<file path="config.mk">
export PLATFORM = sky130hd
export DESIGN_NAME = sync_counter_mod
export DESIGN_NICKNAME = d
export VERILOG_FILES = /design/src/rtl/sync_counter_pkg.sv /design/src/rtl/sync_counter_mod.sv
export SDC_FILE = /design/constraint.sdc
export NUM_CORES = 1
export LEC_CHECK = 0
export ABC_AREA = 1
export CAP_MARGIN = 10
export CORE_AREA = 8 8 45 47
export CTS_CLUSTER_SIZE = 30
export DETAILED_ROUTE_END_ITERATION = 16
export DIE_AREA = 0 0 53 55
export GPL_ROUTABILITY_DRIVEN = 0
export GPL_TIMING_DRIVEN = 0
export PLACE_DENSITY_LB_ADDON = 0.1
export SYNTH_ARGS = -nofsm -noshare
export SYNTH_HDL_FRONTEND = slang
export SYNTH_SLANG_ARGS = --single-unit
</file>
<file path="constraint.sdc">
create_clock -name clk -period 4.44 [get_ports clk]
set_input_delay 0.888 -clock clk [delete_from_list [all_inputs] [get_ports clk]]
set_output_delay 0.888 -clock clk [all_outputs]
set_load 0.1 [all_outputs]
</file>
<file path="src/rtl/sync_counter_pkg.sv">
// Shared constants for the sync_counter family of blocks.
package sync_counter_pkg;

    // Direction select values for up_dn
    localparam logic CNT_DOWN  = 1'b0;
    localparam logic CNT_UP    = 1'b1;

    // End-of-range behaviour values for sat_mode
    localparam logic MODE_WRAP = 1'b0;
    localparam logic MODE_SAT  = 1'b1;

endpackage

</file>
<file path="src/rtl/sync_counter_mod.sv">
// Parametrised modulo-N synchronous counter: up/down, parallel load,
// saturate-or-wrap, with carry-in/carry-out for single-clock cascading.
module sync_counter_mod
    import sync_counter_pkg::*;
#(
    parameter int     WIDTH     = 4,
    parameter longint MODULUS   = 16,
    parameter longint RESET_VAL = 0
) (
    input  logic             clk,
    input  logic             clear,
    input  logic             count,
    input  logic             cin,
    input  logic             up_dn,
    input  logic             sat_mode,
    input  logic             load,
    input  logic [WIDTH-1:0] load_val,
    output logic [WIDTH-1:0] q,
    output logic             tc,
    output logic             cout,
    output logic             wrap,
    output logic             load_err
);

    // Reject illegal parameter sets at elaboration
    generate
        if (WIDTH < 1 || WIDTH > 32) begin : g_bad_width
            $error("sync_counter_mod: WIDTH must be 1..32");
        end
        if (MODULUS < 2 || MODULUS > (longint'(1) << WIDTH)) begin : g_bad_modulus
            $error("sync_counter_mod: MODULUS must be 2..2**WIDTH");
        end
        if (RESET_VAL < 0 || RESET_VAL >= MODULUS) begin : g_bad_reset
            $error("sync_counter_mod: RESET_VAL must be below MODULUS");
        end
    endgenerate

    localparam logic [WIDTH-1:0] MAX_VAL = WIDTH'(MODULUS - 1);
    localparam logic [WIDTH-1:0] RST_Q   = WIDTH'(RESET_VAL);
    // MAX_VAL widened by one bit so compares never overflow at MODULUS == 2**WIDTH
    localparam logic [WIDTH:0]   MAX_EXT = {1'b0, MAX_VAL};

    logic             en;
    logic [WIDTH:0]   q_inc;
    logic [WIDTH-1:0] q_dec;
    logic             at_top;
    logic             at_bot;
    logic             load_oor;
    logic [WIDTH-1:0] q_nxt;
    logic             wrap_nxt;
    logic             err_nxt;

    assign en       = count & cin;
    assign q_inc    = {1'b0, q} + (WIDTH+1)'(1);
    assign q_dec    = q - WIDTH'(1);
    // Incremented value past MAX_VAL means q sits at the top of the range
    assign at_top   = (q_inc > MAX_EXT);
    assign at_bot   = (q == '0);
    assign load_oor = ({1'b0, load_val} > MAX_EXT);

    // Next-state selection: load > enabled count > hold (clear handled in the register)
    always_comb begin
        q_nxt    = q;
        wrap_nxt = 1'b0;
        err_nxt  = 1'b0;
        if (load) begin
            if (load_oor) begin
                q_nxt   = MAX_VAL;
                err_nxt = 1'b1;
            end else begin
                q_nxt   = load_val;
            end
        end else if (en) begin
            if (up_dn == CNT_UP) begin
                if (!at_top) begin
                    q_nxt = q_inc[WIDTH-1:0];
                end else if (sat_mode == MODE_WRAP) begin
                    q_nxt    = '0;
                    wrap_nxt = 1'b1;
                end
            end else begin
                if (!at_bot) begin
                    q_nxt = q_dec;
                end else if (sat_mode == MODE_WRAP) begin
                    q_nxt    = MAX_VAL;
                    wrap_nxt = 1'b1;
                end
            end
        end
    end

    // Count register and one-cycle status pulses; clear suppresses both pulses
    always_ff @(posedge clk) begin
        if (clear) begin
            q        <= RST_Q;
            wrap     <= 1'b0;
            load_err <= 1'b0;
        end else begin
            q        <= q_nxt;
            wrap     <= wrap_nxt;
            load_err <= err_nxt;
        end
    end

    // Terminal count depends on direction; carry only propagates in wrap mode
    assign tc   = (up_dn == CNT_UP) ? (q == MAX_VAL) : at_bot;
    assign cout = tc & en & (sat_mode == MODE_WRAP);

endmodule

</file>
# After elaboration in Yosys (flattened, before gate mapping)
# Cells that the tools add are included.
totals:
  ff_bits: 5
  latchBits: 0
  ram_bits: 0
  mem_bits_ro: 0
  inputBits: 11
  output_inout_bits: 8
  word_cells: 29
  memories: 0
op_classes:
  n_addsub: 2
  mul: 0
  div_mod_pow: 0
  magnitude_cmp: 1
  n_eq_ne: 3
  shifts: 0
  muxes: 12
  bitwise_logic: 5
  n_reduce_logical: 4
op_table:
  columns: ["op", "count"]
  rows:
  - ["two-way mux 4 bit", 7]
  - ["inequality test 4 bit, second input constant", 2]
  - ["adder 4 x 1 -> 5 bit, second input constant", 1]
  - ["greater-than comparator 5 x 4 -> 1 bit, second input constant", 1]
  - ["two-way mux 1 bit", 5]
  - ["equality test 4 bit, second input constant", 1]
  - ["logical NOT 4 bit", 1]
  - ["subtractor 4 x 1 -> 4 bit, second input constant", 1]
  - ["AND 1 bit", 3]
  - ["AND reduction 3 bit", 1]
  - ["OR reduction 3 bit", 1]
  - ["inverter 1 bit", 2]
  - ["nonzero test 2 bit", 1]

# Depth between registers and ports, before layout
logic_depth:
  depth_word: 6
  mapped_depth: 13
  mapped_depth_nobuf: 13

# Worst setup path after synthesis
# Ideal clock, no wire load.
synth_path:
  path_kind: "flip-flop to output port"
  from: "register q[1]"
  to: "output port cout"
  arrival_ns: 2.897
  slack_ns: 0.655
  path_stages_with_launch: 6
  path_cell_list: "dfxtp_1 > ha_1 > nand3_1 > nand2_1 > nand2_1 > nor2_1"
synth_between:
  elab_chain_len: 4
synth_rtl:
  columns: ["item", "line_no", "rtl"]
  rows:
  - ["from (decl)", "sync_counter_mod.sv:18", "output logic [WIDTH-1:0] q,"]
  - ["from (signal assigned)", "sync_counter_mod.sv:99", "q <= q_nxt;"]
  - ["equality test 4 bit or logical NOT 4 bit (tied branches)", "sync_counter_mod.sv:106, sync_counter_mod.sv:58", null]
  - ["two-way mux 1 bit (*)", "sync_counter_mod.sv:106", "assign tc = (up_dn == CNT_UP) ? (q == MAX_VAL) : at_bot;"]
  - ["AND 1 bit (*) (2 in a row)", "sync_counter_mod.sv:107", "assign cout = tc & en & (sat_mode == MODE_WRAP);"]
  - ["to (decl)", "sync_counter_mod.sv:20", "output logic cout,"]
# Every way passes the cells marked *; elsewhere a longest branch is shown, timed or not.

# Worst setup path in the final report
layout_path:
  from: "input port up_dn"
  to: "output port cout"
layout_between:
  elab_chain_len: 3
layout_rtl:
  columns: ["item", "line_no", "rtl"]
  rows:
  - ["from (decl)", "sync_counter_mod.sv:14", "input logic up_dn,"]
  - ["two-way mux 1 bit", "sync_counter_mod.sv:106", null]
  - ["AND 1 bit (2 in a row)", "sync_counter_mod.sv:107", null]
# Every way passes these cells.

==> out/results.ini <==
[finish]
seq_area_sq_um = 100
stdcell_count = 130
drive_above_1_share_pct = 16.7
multi_input_area_sq_um = 363
syn_to_final_growth_pct = 39.9
utilization_pct = 54.9
stdcell_area_sq_um = 759
antenna_cells = 0
nNetsFinal = 129
fillers = 153

[power_and_ir_drop]
clkPwrFrac_pct = 24.7
ir_drop_mv = 0.150
power_density_mw_per_mm2 = 278
power_uw = 211
p_switching_uw = 94.2
leakage_nw = 0.377
pwr-share-comb_pct = 49.9
switching_share_pct = 44.7
p_int_uw = 117
p_seq_share_pct = 25.4

[outcome]
status = complete, no violations

[die]
coreArea_sq_mm = 0.00138
fp.dieH_microns = 55
die_area_sq_mm = 0.00292
core.rowCount = 14
initial_core_util_pct = 39.2
ioPinCount = 19
die_w_microns = 53

[logic_synthesis]
synth_top_area_cell = dfxtp_1
syn_inst = 93
yosys_warnings = 0
synth-edff-count = 0
ys_ff_latch = 5
avgSynthCellArea_sq_um = 5.84
ys_types = 22
async_reset_ff_share_pct = 0
syn_nets = 107
syn_area_sq_um = 543
synth_ff_type = dfxtp_1
ys_seq_area_share_pct = 18.4
synthDominantCellAreaShare_pct = 18.4
synthTopCellsByArea = dfxtp_1, nand2_1, nor2_1, inv_1, nand3_1
yosysMostFrequentCell = nand2_1
ys_top_cells_by_count = nand2_1, nor2_1, inv_1

[critical_path]
required_ns = 3.55
timing_worst_setup_path_type = input port to output pin
worstPathArrival_ns = 2.90
path_common_cell = clkdlybuf4s50_1
critPathSlowestCell = clkdlybuf4s50_1
end_kind = output pin
cp-start-kind = input port
worstPathMaxFanout = 3
critPathMaxStageDelay_ns = 1.14
crit_path_cell_trace = clkdlybuf4s50_1 > inv_1 > o21ai_2 > nand2_1 > nor2_1 > clkdlybuf4s50_1

[global_routing]
antenna_found_initial = 0
grt.overflow.total = 0
track_usage_pct = 10.4
grt_max_degree = 9
grt_pass1_wl_microns = 2240
grt_pass1_vias = 553

[clock_tree]
cts_sinks = 5
cts_root_buf = clkbuf_4
clock_latency_ns = 0.24
cts_buffers = 3
cts_tree = built
htreeDepth = 1
path_clk_slew_ns = 0.04
postCtsHoldBufs = 0
cts_resized = 0
cts_setup_buffers = 0
cts_buffer_depth = 2

[place]
preCtsSetupSlack_ns = 0.655
placed_area_sq_um = 733
dp_hpwl_microns = 1150
dp_cells = 126
port_buffers = 17

[timing]
finalHoldWorstSlack_ns = 0.629
slew_viol_final = 0
finalCritPeriodShare_pct = 85.2
fmax_mhz = 264
setup_ws_ns = 0.657
fin_setup_tns_ns = 0
finalHoldViolCount = 0
worst_pin_slew_ns = 0.974
rsz0062_at_grt = no
slew_headroom_pct = 34.9
skew_ns = 0.000446
min_period_ns = 3.78
setup_viol = 0

[detailed_routing]
drtPass1Iterations = 4
vias_per_cell = 4.70
drt_iter0_drc = 17
drc = 0
routedWlPerCell_microns = 10.7
vias = 611
ant_nets = 0
routed_wl_microns = 1390

[min_path]
min_path_type = flip-flop to flip-flop

[job]
max_cap_viol_count = 0

## cell families (layout without fill, tap and decap cells)
family	count (synthesis)	count (layout)	share of synthesized area, %
other	1	1	0.691
flip-flops	5	5	18.4
buffers and inverters	17	38	14.7
adder cells (fa/ha/maj)	3	3	6.91
AND/OR/NAND/NOR	60	60	50.7
XOR/XNOR	1	1	1.61
AO/OA/AOI/OAI	6	6	6.91
## state kept, by name (all words and copies together) (netlist names)
signal,cells
wrap,1
q,4
## path summary, 6_finish.rpt
kind | from | to | slack (ns) | cells after the start
setup / recovery | up_dn | cout | 0.66 | 6
hold / removal | q[3]$_SDFFE_PP0P_ | q[3]$_SDFFE_PP0P_ | 0.63 | 2
setup reg to reg | q[0]$_SDFFE_PP0P_ | q[3]$_SDFFE_PP0P_ | 2.66 | 11
hold reg to reg | q[3]$_SDFFE_PP0P_ | q[3]$_SDFFE_PP0P_ | 0.63 | 2
## power by group through the flow
| stage | logic, mW | registers, mW | clock network, mW |
|---|---|---|---|
| 6_report | 0.105 | 0.0535 | 0.0521 |
| 3_3_place_gp | 0.105 | 0.0542 | 0 |
| 2_1_floorplan | 0.0569 | 0.0761 | 0 |
| 3_5_place_dp | 0.106 | 0.0543 | 0 |
| 5_1_grt | 0.114 | 0.0540 | 0.0584 |
| 4_1_cts | 0.106 | 0.0535 | 0.0553 |
## routing by layer
layer  up-vias  global-route usage, %  part of all wire (%)
li1        325                      -                     -
met1       267                   10.8                    43
met2        15                   17.4                    50
met3         4                   2.14                   5.0
met4         0                   9.48                   2.2
met5         -                      0                     0
## placed cells by master, fill, tap and decap left out, types with 3 or more instances in the layout
| cell type | n |
|---|---|
| nand3_1 | 8 |
| ha_1 | 3 |
| dfxtp_1 | 5 |
| clkdlybuf4s50_1 | 17 |
| nand2_1 | 26 |
| clkbuf_4 | 3 |
| nand2_2 | 5 |
| nor2_1 | 14 |
| inv_1 | 12 |
## cell type report
class                   count  area share [%]
plain buffers               2            2.47
clock buffers               4            3.46
inverters                  15            8.07
multi-input cells          71            47.8
flip-flops and latches      5            13.2
well taps                  16            2.64
repair buffers             17            22.4
## critical path: cells and delay by family
| family | cells | cell delay, ns |
|---|---|---|
| simple gates | 2 | 0.19 |
| buf+inv | 3 | 1.73 |
| compound gates | 1 | 0.09 |
(Power assumes the default switching activity.)
